$ cat src/rtl/pkt_len_histogram.sv
// Passive AXI-Stream packet-length histogram: sorts completed packets into
// programmable length bins and keeps other/oversize/total packet and byte counters.
module pkt_len_histogram #(
  parameter int unsigned DW    = 512,
  parameter int unsigned NBINS = 4,
  parameter int unsigned LEN_W = 16,
  parameter int unsigned CNT_W = 64
) (
  input  logic                     clk,
  input  logic                     aresetn,
  input  logic [DW-1:0]            monitor_tdata,
  input  logic [DW/8-1:0]          monitor_tkeep,
  input  logic                     monitor_tlast,
  input  logic                     monitor_tvalid,
  input  logic                     monitor_tready,
  input  logic [NBINS*LEN_W-1:0]   bin_len,
  input  logic                     clear_counters,
  output logic [NBINS*CNT_W-1:0]   bin_packets,
  output logic [CNT_W-1:0]         other_packets,
  output logic [CNT_W-1:0]         oversize_packets,
  output logic [CNT_W-1:0]         total_packets,
  output logic [CNT_W-1:0]         total_bytes
);

  localparam int unsigned KW    = DW / 8;
  localparam int unsigned PC_W  = $clog2(KW + 1);
  localparam int unsigned SUM_W = LEN_W + 1;
  localparam logic [LEN_W-1:0] LEN_MAX = '1;

  logic unused_tdata;
  assign unused_tdata = ^monitor_tdata;

  function automatic logic [PC_W-1:0] popcnt(input logic [KW-1:0] k);
    logic [PC_W-1:0] n;
    n = '0;
    for (int unsigned i = 0; i < KW; i++) n = n + PC_W'(k[i]);
    return n;
  endfunction

  // Stage 1: capture the beat and its byte count
  logic            s1_valid;
  logic            s1_last;
  logic [PC_W-1:0] s1_cnt;

  always_ff @(posedge clk) begin
    if (!aresetn) begin
      s1_valid <= 1'b0;
      s1_last  <= 1'b0;
      s1_cnt   <= '0;
    end else begin
      s1_valid <= monitor_tvalid & monitor_tready;
      s1_last  <= monitor_tlast;
      s1_cnt   <= popcnt(monitor_tkeep);
    end
  end

  // Stage 2: saturating length accumulation and bin compare
  logic [LEN_W-1:0] partial;
  logic             sat;
  logic [SUM_W-1:0] sum_c;
  logic [LEN_W-1:0] len_c;
  logic             sat_c;
  logic [NBINS-1:0] match_c;
  logic             found_c;

  assign sum_c = {1'b0, partial} + SUM_W'(s1_cnt);
  assign len_c = sum_c[LEN_W] ? LEN_MAX : sum_c[LEN_W-1:0];
  assign sat_c = sat | sum_c[LEN_W];

  // Lowest-index enabled bin whose length equals this packet's length
  always_comb begin
    match_c = '0;
    found_c = 1'b0;
    for (int unsigned k = 0; k < NBINS; k++) begin
      if (!found_c && (bin_len[k*LEN_W +: LEN_W] == len_c) &&
          (bin_len[k*LEN_W +: LEN_W] != '0)) begin
        match_c[k] = 1'b1;
        found_c    = 1'b1;
      end
    end
  end

  logic             s2_valid;
  logic [LEN_W-1:0] s2_len;
  logic             s2_sat;
  logic [NBINS-1:0] s2_match;

  always_ff @(posedge clk) begin
    if (!aresetn) begin
      partial  <= '0;
      sat      <= 1'b0;
      s2_valid <= 1'b0;
      s2_len   <= '0;
      s2_sat   <= 1'b0;
      s2_match <= '0;
    end else begin
      s2_valid <= 1'b0;
      if (s1_valid) begin
        if (s1_last) begin
          s2_valid <= 1'b1;
          s2_len   <= len_c;
          s2_sat   <= sat_c;
          s2_match <= match_c;
          partial  <= '0;
          sat      <= 1'b0;
        end else begin
          partial  <= len_c;
          sat      <= sat_c;
        end
      end
    end
  end

  // Stage 3: counter update; a clear on the same edge discards the update
  always_ff @(posedge clk) begin
    if (!aresetn || clear_counters) begin
      bin_packets      <= '0;
      other_packets    <= '0;
      oversize_packets <= '0;
      total_packets    <= '0;
      total_bytes      <= '0;
    end else if (s2_valid) begin
      total_packets <= total_packets + CNT_W'(1);
      total_bytes   <= total_bytes + CNT_W'(s2_len);
      if (s2_sat) begin
        oversize_packets <= oversize_packets + CNT_W'(1);
      end else if (|s2_match) begin
        for (int unsigned k = 0; k < NBINS; k++) begin
          if (s2_match[k])
            bin_packets[k*CNT_W +: CNT_W] <= bin_packets[k*CNT_W +: CNT_W] + CNT_W'(1);
        end
      end else begin
        other_packets <= other_packets + CNT_W'(1);
      end
    end
  end

endmodule
$ cat config.mk
export PLATFORM = sky130hd
export DESIGN_NAME = pkt_len_histogram
export DESIGN_NICKNAME = d
export VERILOG_FILES = /design/src/rtl/pkt_len_histogram.sv
export SDC_FILE = /design/constraint.sdc
export NUM_CORES = 1
export LEC_CHECK = 0
export CORE_AREA = 2 2 456 458
export CTS_CLUSTER_DIAMETER = 100
export DETAILED_ROUTE_END_ITERATION = 12
export DIE_AREA = 0 0 458 460
export GPL_ROUTABILITY_DRIVEN = 0
export GPL_TIMING_DRIVEN = 0
export SLEW_MARGIN = 20
export SYNTH_ARGS = -nofsm -noshare
export SYNTH_HDL_FRONTEND = slang
export SYNTH_SLANG_ARGS = --single-unit
$ cat constraint.sdc
create_clock -name clk -period 10.9 [get_ports clk]
set_input_delay 2.18 -clock clk [delete_from_list [all_inputs] [get_ports clk]]
set_output_delay 2.18 -clock clk [all_outputs]
set_load 0.1 [all_outputs]
==> results.md <==
- DRC errors left: 0
- Largest net degree at the start of global routing: 14
- Routed WL: 126.5 mm
- Worst path bufs/invs: 7
- Worst vdd ir: 477.9 uV
- Slowest stage cell, crit path: fa_1
- Hold Violations, Final: 0
- Tcrit/Tclk final: 70.43%
- FILL cells: 22880
- WP data arrival: 8230 ps
- Root buf cell: clkbuf_16
- Vias in the first global route: 25950
- Synth unique cells: 91
- Synth warnings: 0
- Worst hold path type: reg2reg
- Setup-failing EPs final: 0
- Predominant post-synthesis flop cell: dfxtp_1
- Post-synthesis cell area: 0.02826 mm2
- Max stage delay on crit path: 540 ps
- Util after Layout: 19.60%
- Die Ht: 460 um
- Commonest non-fill, non-tap cell in the layout: clkdlybuf4s50_1
- Syn_area_per_cell: 8.411 um2
- DR vias/cell: 3.972
- Die width: 458 um
- CTS clk-pin slew, worst paths: 60 ps
- Slew Viols, Final: 0
- Fmax: 130.3 MHz
- Yosys reg bits: 560
- Max-cap violations: 0
- Clock Latency Late Sink: 690 ps
- RSZ-0062 raised after global routing: false
- Share of the yosys chip area belonging to registers: 39.67%
- Worst setup SP type: input port
- CTS tree: yes
- Clock buffer depth: 3
- Detailed-route via count: 27210
- Async S/R FF share, synth: 0%
- Post-CTS Resized: 0
- LEAKAGE: 0.01373 uW
- Min Tclk post-route: 7677 ps
- GR Overflow Total: 0
- Crit path to: s1_cnt[5]$_SDFF_PN0_
- Worst reg2reg setup slack: 6240 ps
- FF-to-FF path depth: 10
- Post-synth EDFFs: 0
- R2R Path Start: s2_valid$_SDFF_PN0_
- Initial core utilization: 13.72%
- # hold bufs at CTS: 0
- Initial antenna violation count: 9
- Core area: 0.2060 mm2
- Rel. slew slack: 18.95%
- Most frequent CP cell: fa_1
- Die area: 0.2107 mm2
- Final net count: 4836
- Total track usage: 11.50%
- Setup TNS: 0 ps
- Synth Net Count: 4107
- Crit-path cells: clkdlybuf4s50_1 -> inv_1 -> fa_1 -> inv_1 -> fa_1 -> fa_1 -> inv_1 -> fa_1 -> inv_1 -> fa_1 -> fa_1 -> fa_1 -> inv_1 -> fa_1 -> inv_1 -> ha_1 -> a21o_1 -> a21oi_1 -> o21bai_1 -> a21oi_1 -> xor2_1 -> nor2_1
- Port Buf Inserts: 645
- Critical path class: in2reg
- Kind of end point of the critical path: flop
- Share of cells above drive strength 1: 6.858%
- Iteration-0 DRC Markers: 1714
- First-pass DRT Iterations: 5
- Antenna-violating nets left: 0
- Worst-path maximum fanout: 2
- Worst path depth: 22
- Reg2reg end: bin_packets[127]$_SDFFE_PP0P_
- Mapped Cells: 3360
- Row cnt: 167
- Layout Skew: 44.93 ps
- Measured slew at the worst slew-check pin: 1212 ps
- WL/cell: 18.46 um
- First-pass GRT wire length: 178.5 mm
- Req. time, crit path: 11450 ps
- CP top delay family: adder cells
- Layout Area Growth over Synthesis: 42.86%
- Postcts setup bufs: 0
- H-tree depth: 3
- Most frequent cells in the layout: clkdlybuf4s50_1, dfxtp_1, nor2_1
- HPWL Detailed: 104.0 mm
- Clock sinks: 560
- Outcome: completed
- # IOs: 1158
- Crit path from: monitor_tkeep[35]
- PD cells: 160.9 mW/mm2
- Inserted Clock Buffers: 74
-- worst reg2reg max path: stages (launching register included) --
cell	delay [ps]
dfxtp_1	980
and3b_1	430
buf_2	240
nand4_1	220
or4_1	670
nor4_2	660
nand3_1	290
nor2_2	610
nand4_1	200
xor2_1	160
nor2_1	50
-- cell type report --
| class | count | area, um2 | share of cell area, % |
|---|---|---|---|
| Clock inverter | 26 | 357.8 | 0.8863 |
| Buffer | 113 | 480.5 | 1.190 |
| Multi-Input combinational cell | 2527 | 16020 | 39.67 |
| Clock buffer | 102 | 2121 | 5.253 |
| Antenna cell | 6 | 15.01 | 0.03719 |
| Timing Repair Buffer | 653 | 6188 | 15.33 |
| Tap cell | 2704 | 3383 | 8.379 |
| Inverter | 160 | 600.6 | 1.487 |
| Sequential cell | 560 | 11210 | 27.77 |
-- power by group --
| group | internal [uW] | total [uW] | switching, uW |
|---|---|---|---|
| clock | 1490 | 2520 | 1030 |
| combinational | 845 | 1880 | 1040 |
| sequential | 2080 | 2090 | 11.7 |
| total | 4410 | 6490 | 2080 |
-- sequential cells by signal, summed over array words and instances, names as in the netlist, 4 cells and up --
signal and count:
s1_cnt 7, oversize_packets 64, bin_packets 256, s2_match 4, other_packets 64, partial 16
s2_len 16, total_bytes 64, total_packets 64
-- Yosys cell counts, types with 18 or more instances --
library cell / instances / area share [%]
nand3_1: 189 / 3.3
a21oi_1: 144 / 2.6
o21ai_0: 130 / 2.3
xor2_1: 287 / 8.9
dfxtp_1: 560 / 40
clkbuf_1: 87 / 1.2
nor3_1: 47 / 0.83
and4_1: 48 / 1.5
nor4_1: 37 / 0.82
ha_1: 45 / 2.0
mux2i_1: 30 / 1.1
nand4_1: 102 / 2.3
fa_1: 56 / 4.0
and2_1: 29 / 0.64
or3_1: 92 / 2.0
or2_2: 19 / 0.42
and3_1: 102 / 2.3
a21o_1: 18 / 0.48
nor2_1: 517 / 6.9
xnor2_1: 137 / 4.2
inv_1: 160 / 2.1
nand2_1: 296 / 3.9
-- metrics by stage --
stage                     hold slack (ps)  instances  setup WS (ps)  area [um2]  power, uW
final                               465.2       6851           3223       40380       6495
after global routing                485.7       6845           2968       40360       6993
after CTS                           464.6       6845           3294       40370       6603
after detailed placement            455.0       6717           2498       37890       4025
after global placement              447.8       6709           2502       38100       3991
after floorplan                     419.7       3360           3264       28260       3543
-- worst min path at each step --
stage                            start                      end  slack, ps  depth (start not counted)
6_report       s2_len[12]$_SDFFE_PN0P_  s2_len[12]$_SDFFE_PN0P_        470                          2
5_1_grt         s2_len[5]$_SDFFE_PN0P_   s2_len[5]$_SDFFE_PN0P_        490                          1
4_1_cts         s2_len[9]$_SDFFE_PN0P_   s2_len[9]$_SDFFE_PN0P_        460                          2
3_5_place_dp   s2_len[12]$_SDFFE_PN0P_  s2_len[12]$_SDFFE_PN0P_        460                          2
3_3_place_gp   s2_len[12]$_SDFFE_PN0P_  s2_len[12]$_SDFFE_PN0P_        450                          2
2_1_floorplan   s2_len[9]$_SDFFE_PN0P_   s2_len[9]$_SDFFE_PN0P_        420                          2
-- layer usage --
layer  wire [um]  share of wire (%)  track usage [%]
met1       52930                 42            13.78
met2       57550                 46            18.84
met3       10970                8.7            3.763
met4        4994                3.9            4.712
met5          26              0.021                0
-- cells by family after synthesis --
group,Yosys count,share of synthesized area (%)
mux,31,1.102
flops,560,39.67
xor+xnor,429,13.54
compound gates,400,8.478
simple gates,1566,27.47
fa+ha+maj,101,5.959
buf+inv,273,3.776
No activity file was read; power rests on OpenSTA's default activity.
